--- src/rtl/id_ex_reg.sv ---
// id_ex_reg: ID/EX pipeline register for the 5-stage RV32I core.
//
// It captures the decoded ID fields and operands and presents them to EX
// one cycle later. It detects load-use hazards and answers them with a
// stall plus a bubble. It honours branch/jump flushes from EX. It also keeps
// saturating stall and flush event counters.
//
// Ports:
//   clk, rst                 rising-edge clock, synchronous active-high reset
//   id_valid, id_instr       ID instruction and its valid flag
//   id_pc                    PC of the ID instruction
//   id_rs1_data, id_rs2_data register-file read data
//   id_imm                   sign-extended immediate
//   ex_flush                 EX resolved a taken branch/jump (ID is wrong-path)
//   ex_valid                 EX instruction is real
//   ex_pc, ex_rs1_data, ex_rs2_data, ex_imm
//                            registered copies of the ID fields
//   ex_ctrl                  {instr[30], funct3, opcode[6:2]}
//   ex_rd, ex_rs1_addr, ex_rs2_addr
//                            register addresses of the EX instruction
//   ex_wb_en                 EX instruction writes a non-zero rd
//   id_stall                 combinational: hold PC and IF/ID this cycle
//   stall_cnt, flush_cnt     saturating event counters
module id_ex_reg (
  input  logic        clk,
  input  logic        rst,
  input  logic        id_valid,
  input  logic [31:0] id_instr,
  input  logic [31:0] id_pc,
  input  logic [31:0] id_rs1_data,
  input  logic [31:0] id_rs2_data,
  input  logic [31:0] id_imm,
  input  logic        ex_flush,
  output logic        ex_valid,
  output logic [31:0] ex_pc,
  output logic [31:0] ex_rs1_data,
  output logic [31:0] ex_rs2_data,
  output logic [31:0] ex_imm,
  output logic [8:0]  ex_ctrl,
  output logic [4:0]  ex_rd,
  output logic [4:0]  ex_rs1_addr,
  output logic [4:0]  ex_rs2_addr,
  output logic        ex_wb_en,
  output logic        id_stall,
  output logic [15:0] stall_cnt,
  output logic [15:0] flush_cnt
);

  // opcode[6:2] values that matter here
  localparam logic [4:0] OP_LOAD   = 5'b00000;
  localparam logic [4:0] OP_STORE  = 5'b01000;
  localparam logic [4:0] OP_BRANCH = 5'b11000;
  localparam logic [4:0] OP_RTYPE  = 5'b01100;
  localparam logic [4:0] OP_LUI    = 5'b01101;
  localparam logic [4:0] OP_AUIPC  = 5'b00101;
  localparam logic [4:0] OP_JAL    = 5'b11011;

  // Bubble is addi x0,x0,0. An all-zero ctrl would decode as LB, so it is
  // never usable as a bubble.
  localparam logic [8:0] NOP_CTRL = 9'b0_000_00100;

  // Saturating increment shared by both event counters.
  function automatic logic [15:0] sat_inc(input logic [15:0] v);
    logic [15:0] r;
    if (v == 16'hFFFF) begin
      r = v;
    end else begin
      r = v + 16'd1;
    end
    return r;
  endfunction

  logic [4:0] id_opcode_s;
  logic [4:0] id_rd_s;
  logic [4:0] id_rs1_s;
  logic [4:0] id_rs2_s;
  logic [8:0] id_ctrl_s;
  logic       rs1_used_s;
  logic       rs2_used_s;
  logic       id_wb_op_s;
  logic       ex_is_load_s;
  logic       rs1_match_s;
  logic       rs2_match_s;
  logic       hz_s;
  logic       bubble_s;
  logic       unused_instr_bits_s;

  assign id_opcode_s = id_instr[6:2];
  assign id_rd_s     = id_instr[11:7];
  assign id_rs1_s    = id_instr[19:15];
  assign id_rs2_s    = id_instr[24:20];
  assign id_ctrl_s   = {id_instr[30], id_instr[14:12], id_opcode_s};

  // Bits that carry nothing this stage needs (funct7 remainder, length code).
  assign unused_instr_bits_s = ^{id_instr[31], id_instr[29:25], id_instr[1:0]};

  // Which source registers the ID instruction actually reads.
  always_comb begin
    rs1_used_s = 1'b1;
    rs2_used_s = 1'b0;
    case (id_opcode_s)
      OP_LUI, OP_AUIPC, OP_JAL: begin
        rs1_used_s = 1'b0;
        rs2_used_s = 1'b0;
      end
      OP_RTYPE, OP_STORE, OP_BRANCH: begin
        rs1_used_s = 1'b1;
        rs2_used_s = 1'b1;
      end
      default: begin
        rs1_used_s = 1'b1;
        rs2_used_s = 1'b0;
      end
    endcase
  end

  // Whether the ID opcode writes a result back (stores/branches do not).
  always_comb begin
    id_wb_op_s = 1'b1;
    case (id_opcode_s)
      OP_STORE, OP_BRANCH: id_wb_op_s = 1'b0;
      default:             id_wb_op_s = 1'b1;
    endcase
  end

  // A load writing x0 can never cause a hazard; x0 is hardwired.
  assign ex_is_load_s = ex_valid & (ex_ctrl[4:0] == OP_LOAD) & (ex_rd != 5'd0);
  assign rs1_match_s  = rs1_used_s & (id_rs1_s == ex_rd);
  assign rs2_match_s  = rs2_used_s & (id_rs2_s == ex_rd);
  assign hz_s         = ex_is_load_s & id_valid & (rs1_match_s | rs2_match_s);

  // A flush discards the ID instruction anyway, so holding it would be pointless.
  assign id_stall = hz_s & ~ex_flush;

  // Reset, flush, hazard and an empty ID slot all collapse to the same bubble.
  assign bubble_s = ex_flush | hz_s | ~id_valid;

  // EX-stage register: load the bubble or capture the ID fields.
  always_ff @(posedge clk) begin
    if (rst || bubble_s) begin
      ex_valid    <= 1'b0;
      ex_pc       <= 32'd0;
      ex_rs1_data <= 32'd0;
      ex_rs2_data <= 32'd0;
      ex_imm      <= 32'd0;
      ex_ctrl     <= NOP_CTRL;
      ex_rd       <= 5'd0;
      ex_rs1_addr <= 5'd0;
      ex_rs2_addr <= 5'd0;
      ex_wb_en    <= 1'b0;
    end else begin
      ex_valid    <= 1'b1;
      ex_pc       <= id_pc;
      ex_rs1_data <= id_rs1_data;
      ex_rs2_data <= id_rs2_data;
      ex_imm      <= id_imm;
      ex_ctrl     <= id_ctrl_s;
      ex_rd       <= id_rd_s;
      ex_rs1_addr <= id_rs1_s;
      ex_rs2_addr <= id_rs2_s;
      ex_wb_en    <= (id_rd_s != 5'd0) & id_wb_op_s;
    end
  end

  // Saturating stall/flush counters, counted on the edge ending the event cycle.
  always_ff @(posedge clk) begin
    if (rst) begin
      stall_cnt <= 16'd0;
      flush_cnt <= 16'd0;
    end else begin
      if (id_stall) begin
        stall_cnt <= sat_inc(stall_cnt);
      end else begin
        stall_cnt <= stall_cnt;
      end
      if (ex_flush) begin
        flush_cnt <= sat_inc(flush_cnt);
      end else begin
        flush_cnt <= flush_cnt;
      end
    end
  end

endmodule

--- config.mk ---
export PLATFORM = sky130hd
export DESIGN_NAME = id_ex_reg
export DESIGN_NICKNAME = d
export VERILOG_FILES = /design/src/rtl/id_ex_reg.sv
export SDC_FILE = /design/constraint.sdc
export NUM_CORES = 1
export LEC_CHECK = 0
export CORE_AREA = 2 2 135 137
export DETAILED_ROUTE_END_ITERATION = 6
export DIE_AREA = 0 0 137 139
export GPL_TIMING_DRIVEN = 1
export PLACE_DENSITY = 0.73
export SLEW_MARGIN = 20
export SYNTH_ARGS = -nofsm -noshare
export SYNTH_HDL_FRONTEND = slang
export SYNTH_SLANG_ARGS = --single-unit
--- constraint.sdc ---
create_clock -name clk -period 5 [get_ports clk]
set_input_delay 1.25 -clock clk [delete_from_list [all_inputs] [get_ports clk]]
set_output_delay 1.25 -clock clk [all_outputs]
set_load 0.005 [all_outputs]
==> key figures <==
Worst setup path
  • CP required: 3.75 ns
  • Critical Path AT: 3.31 ns
  • Critical Path Sink Type: output pin
  • CP Class: input port to output pin
  • CP Max Fanout: 5
  • CP Launch Type: input port

Die
  • Core Box Area: 0.0177 mm2
  • Floorplan row count: 49
  • Die height: 139 um
  • I/O Pins: 351
  • Die W: 137 um
  • Starting Density: 33.0%
  • DIE AREA: 0.0190 mm2

GRT
  • Initial antenna violation count: 0
  • Largest net degree at the start of global routing: 93
  • Total congestion overflow: 0
  • Total track usage: 18.0%
  • Vias in the first global route: 4652
  • Global-route wire length before repair: 25600 um

Timing
  • Worst slew pin tran: 0.724 ns
  • Final hold vios: 0
  • Skew final: 0.0122 ns
  • Fmax: 0.219 GHz
  • Final worst path period share: 91.2%
  • Final Setup Violations: 0
  • Rel. slew slack: 51.5%
  • Final Max Slew Viols: 0
  • Setup TNS Final: 0 ns
  • Post-route minimum period: 4.56 ns
  • RSZ-0062 raised after global routing: no

Place
  • Hpwl dp: 13400 um
  • Placer Congestion: 0.778
  • # port buffers: 342

Power and ir drop
  • PwrDens: 312 mW/mm2
  • PnR Total Power: 3.14 mW
  • Pleak: 3.84 nW
  • Maximum VDD drop: 221 uV

Detailed routing
  • TritonRoute pass-1 iters: 4
  • Drt initial violations: 141
  • Detailed Route WL: 17400 um
  • Routed Antenna Nets: 0
  • # DRC: 0
  • Vias per cell: 4.34
  • Via count: 4830
  • Wire per inst: 15.6 um

Clock network
  • Num CTS Buffers: 17
  • Clock Path Buffers: 2
  • Cts hold-fix bufs: 0
  • Root Buffer: clkbuf_16
  • H-Tree Depth: 4
  • Clock latency on the worst-skew pair: 0.43 ns
  • Resized cells post-CTS: 0
  • Clk pin slew, worst setup/hold paths: 0.07 ns
  • Postcts setup bufs: 0
  • CTS tree: done
  • Clk sinks: 186

Final layout
  • Layout area overhead: 72.8%
  • Share of layout cells above drive strength 1: 4.75%
  • # nets final: 1037
  • Number of antenna diodes: 0

Run status
  • Status: completed

Flow run
  • Max Cap Viol: 0

Yosys
  • Synthesized flop and latch total: 186
  • Mapped Area: 0.00583 mm2
  • Synth warnings: 0
  • Syn Area/Cell: 11.1 um2
  • Post-synthesis sequential area ratio: 63.8%
  • Post-synthesis cell type count: 41
  • Gate count of the mapped netlist: 524
  • Net count of the mapped netlist: 690

Hold path
  • Tightest Hold Check Type: flip-flop to flip-flop
-- metrics by stage --
| step | hold WS [ns] | util, % | instances | area (um2) | worst slack (ns) |
|---|---|---|---|---|---|
| floorplan | 0.477 | - | 524 | 5830 | 1.64 |
| global placement | 0.481 | 53.7 | 1081 | 9480 | 0.372 |
| detailed placement | 0.494 | 53.7 | 1081 | 9480 | 0.354 |
| CTS | 0.506 | 57.1 | 1113 | 10100 | 0.348 |
| global route | 0.541 | 57.1 | 1113 | 10100 | 0.269 |
| finish | 0.506 | 57.1 | 1113 | 10100 | 0.442 |
-- worst max-delay path, cell delays in order --
cell and delay (ns):
clkdlybuf4s50_1 0.54, and4b_1 0.20, o21ai_0 0.25, buf_4 0.17, and4_1 0.21, o21ai_2 0.08
inv_1 0.10, clkdlybuf4s50_1 0.50
-- power breakdown --
part           leakage [nW]  switching, mW  internal [mW]  total, mW
Sequential             1.51         0.0132           1.52       1.53
Clock                 0.286          0.603          0.755       1.36
Combinational          2.04         0.0670          0.186      0.253
Total                  3.84          0.683           2.46       3.14
-- final timing paths --
| path | to | slack (ns) | start | cells past startpoint |
|---|---|---|---|---|
| max | id_stall | 0.44 | id_instr[4] | 8 |
| min | stall_cnt[8] | 0.51 | stall_cnt[8] | 2 |
| max reg2reg | ex_wb_en | 2.78 | ex_rd[0] | 8 |
| min reg2reg | stall_cnt[8] | 0.51 | stall_cnt[8] | 2 |
-- per-layer routing --
layer	part of all wire, %	vias up	wire (um)	GRT usage, %
li1	-	2403	-	-
met1	40	2226	6910	20.2
met2	50	182	8630	30.2
met3	9.0	19	1570	8.19
met4	1.5	0	252	5.75
met5	0	-	0	0
-- synth_stat cells --
master / count / share of area (%)
mux2i_1: 1 / 0.17
o21ai_0: 11 / 0.94
or4_1: 2 / 0.26
and4b_1: 1 / 0.17
inv_1: 6 / 0.39
nand2b_1: 1 / 0.11
a31oi_1: 1 / 0.11
a211oi_1: 2 / 0.26
nor3b_1: 1 / 0.13
a311oi_1: 1 / 0.15
nor4bb_1: 1 / 0.17
nand4_1: 5 / 0.54
buf_6: 7 / 1.4
and2_1: 151 / 16
o211ai_1: 2 / 0.26
nor3_1: 8 / 0.69
o311a_1: 1 / 0.17
and4_1: 5 / 0.75
a21oi_1: 16 / 1.4
o2111ai_1: 2 / 0.30
nand4b_1: 1 / 0.15
xor2_1: 17 / 2.6
a41oi_1: 1 / 0.15
xnor2_1: 6 / 0.90
buf_2: 3 / 0.26
o21ai_2: 1 / 0.15
o211a_1: 1 / 0.17
or4b_2: 1 / 0.17
o31ai_1: 1 / 0.13
buf_1: 1 / 0.064
nor2_1: 21 / 1.4
or3_1: 11 / 1.2
clkbuf_1: 11 / 0.71
and3_1: 8 / 0.86
nor4_1: 2 / 0.21
dfxtp_1: 186 / 64
ha_1: 2 / 0.43
nand3_1: 11 / 0.94
nor4_4: 1 / 0.36
nand2_1: 12 / 0.77
a221oi_1: 1 / 0.15
-- layout make-up --
cell class	instances	area, um2
clock buffer	19	433
clock inverter	13	160
fill	1526	7580
inverter	6	22.5
multi-input combinational	310	1950
sequential	186	3720
tap	229	287
timing repair buffer	350	3500
-- registers in the layout, indices dropped and copies added, names as in the netlist --
name         flops
ex_imm          32
ex_wb_en         1
ex_rs1_data     32
ex_rd            5
ex_ctrl          9
ex_valid         1
flush_cnt       16
ex_rs2_data     32
stall_cnt       16
ex_rs1_addr      5
ex_pc           32
ex_rs2_addr      5
-- layout by cell type (no fill, tap or decap), types with 2 or more instances in the layout --
cell type	synthesis	final
dfxtp_1	186	186
o211ai_1	2	2
nor4_1	2	2
and3_1	8	8
clkbuf_16	0	17
nor2_1	21	21
nand3_1	11	11
nand4_1	5	5
o21ai_0	11	11
or4_1	2	2
inv_6	0	2
and2_1	151	151
clkinv_4	0	2
ha_1	2	2
o2111ai_1	2	2
xnor2_1	6	6
inv_1	6	6
clkinvlp_4	0	2
or3_1	11	11
bufinv_16	0	2
clkdlybuf4s50_1	0	342
buf_4	0	7
and4_1	5	5
nand2_1	12	12
a211oi_1	2	2
nor3_1	8	8
a21oi_1	16	16
inv_8	0	4
xor2_1	17	17
clkbuf_1	11	2
-- logic make-up after synthesis --
kind of cell,count (synthesis),synth area share (%)
and+or+nand+nor,243,25.0
DFF,186,63.8
buffers and inverters,28,2.77
muxes,1,0.172
AOI/OAI and AO/OA,41,4.31
adders and majority gates,2,0.429
xor gates and xnor gates,23,3.45
(Power assumes the default switching activity.)
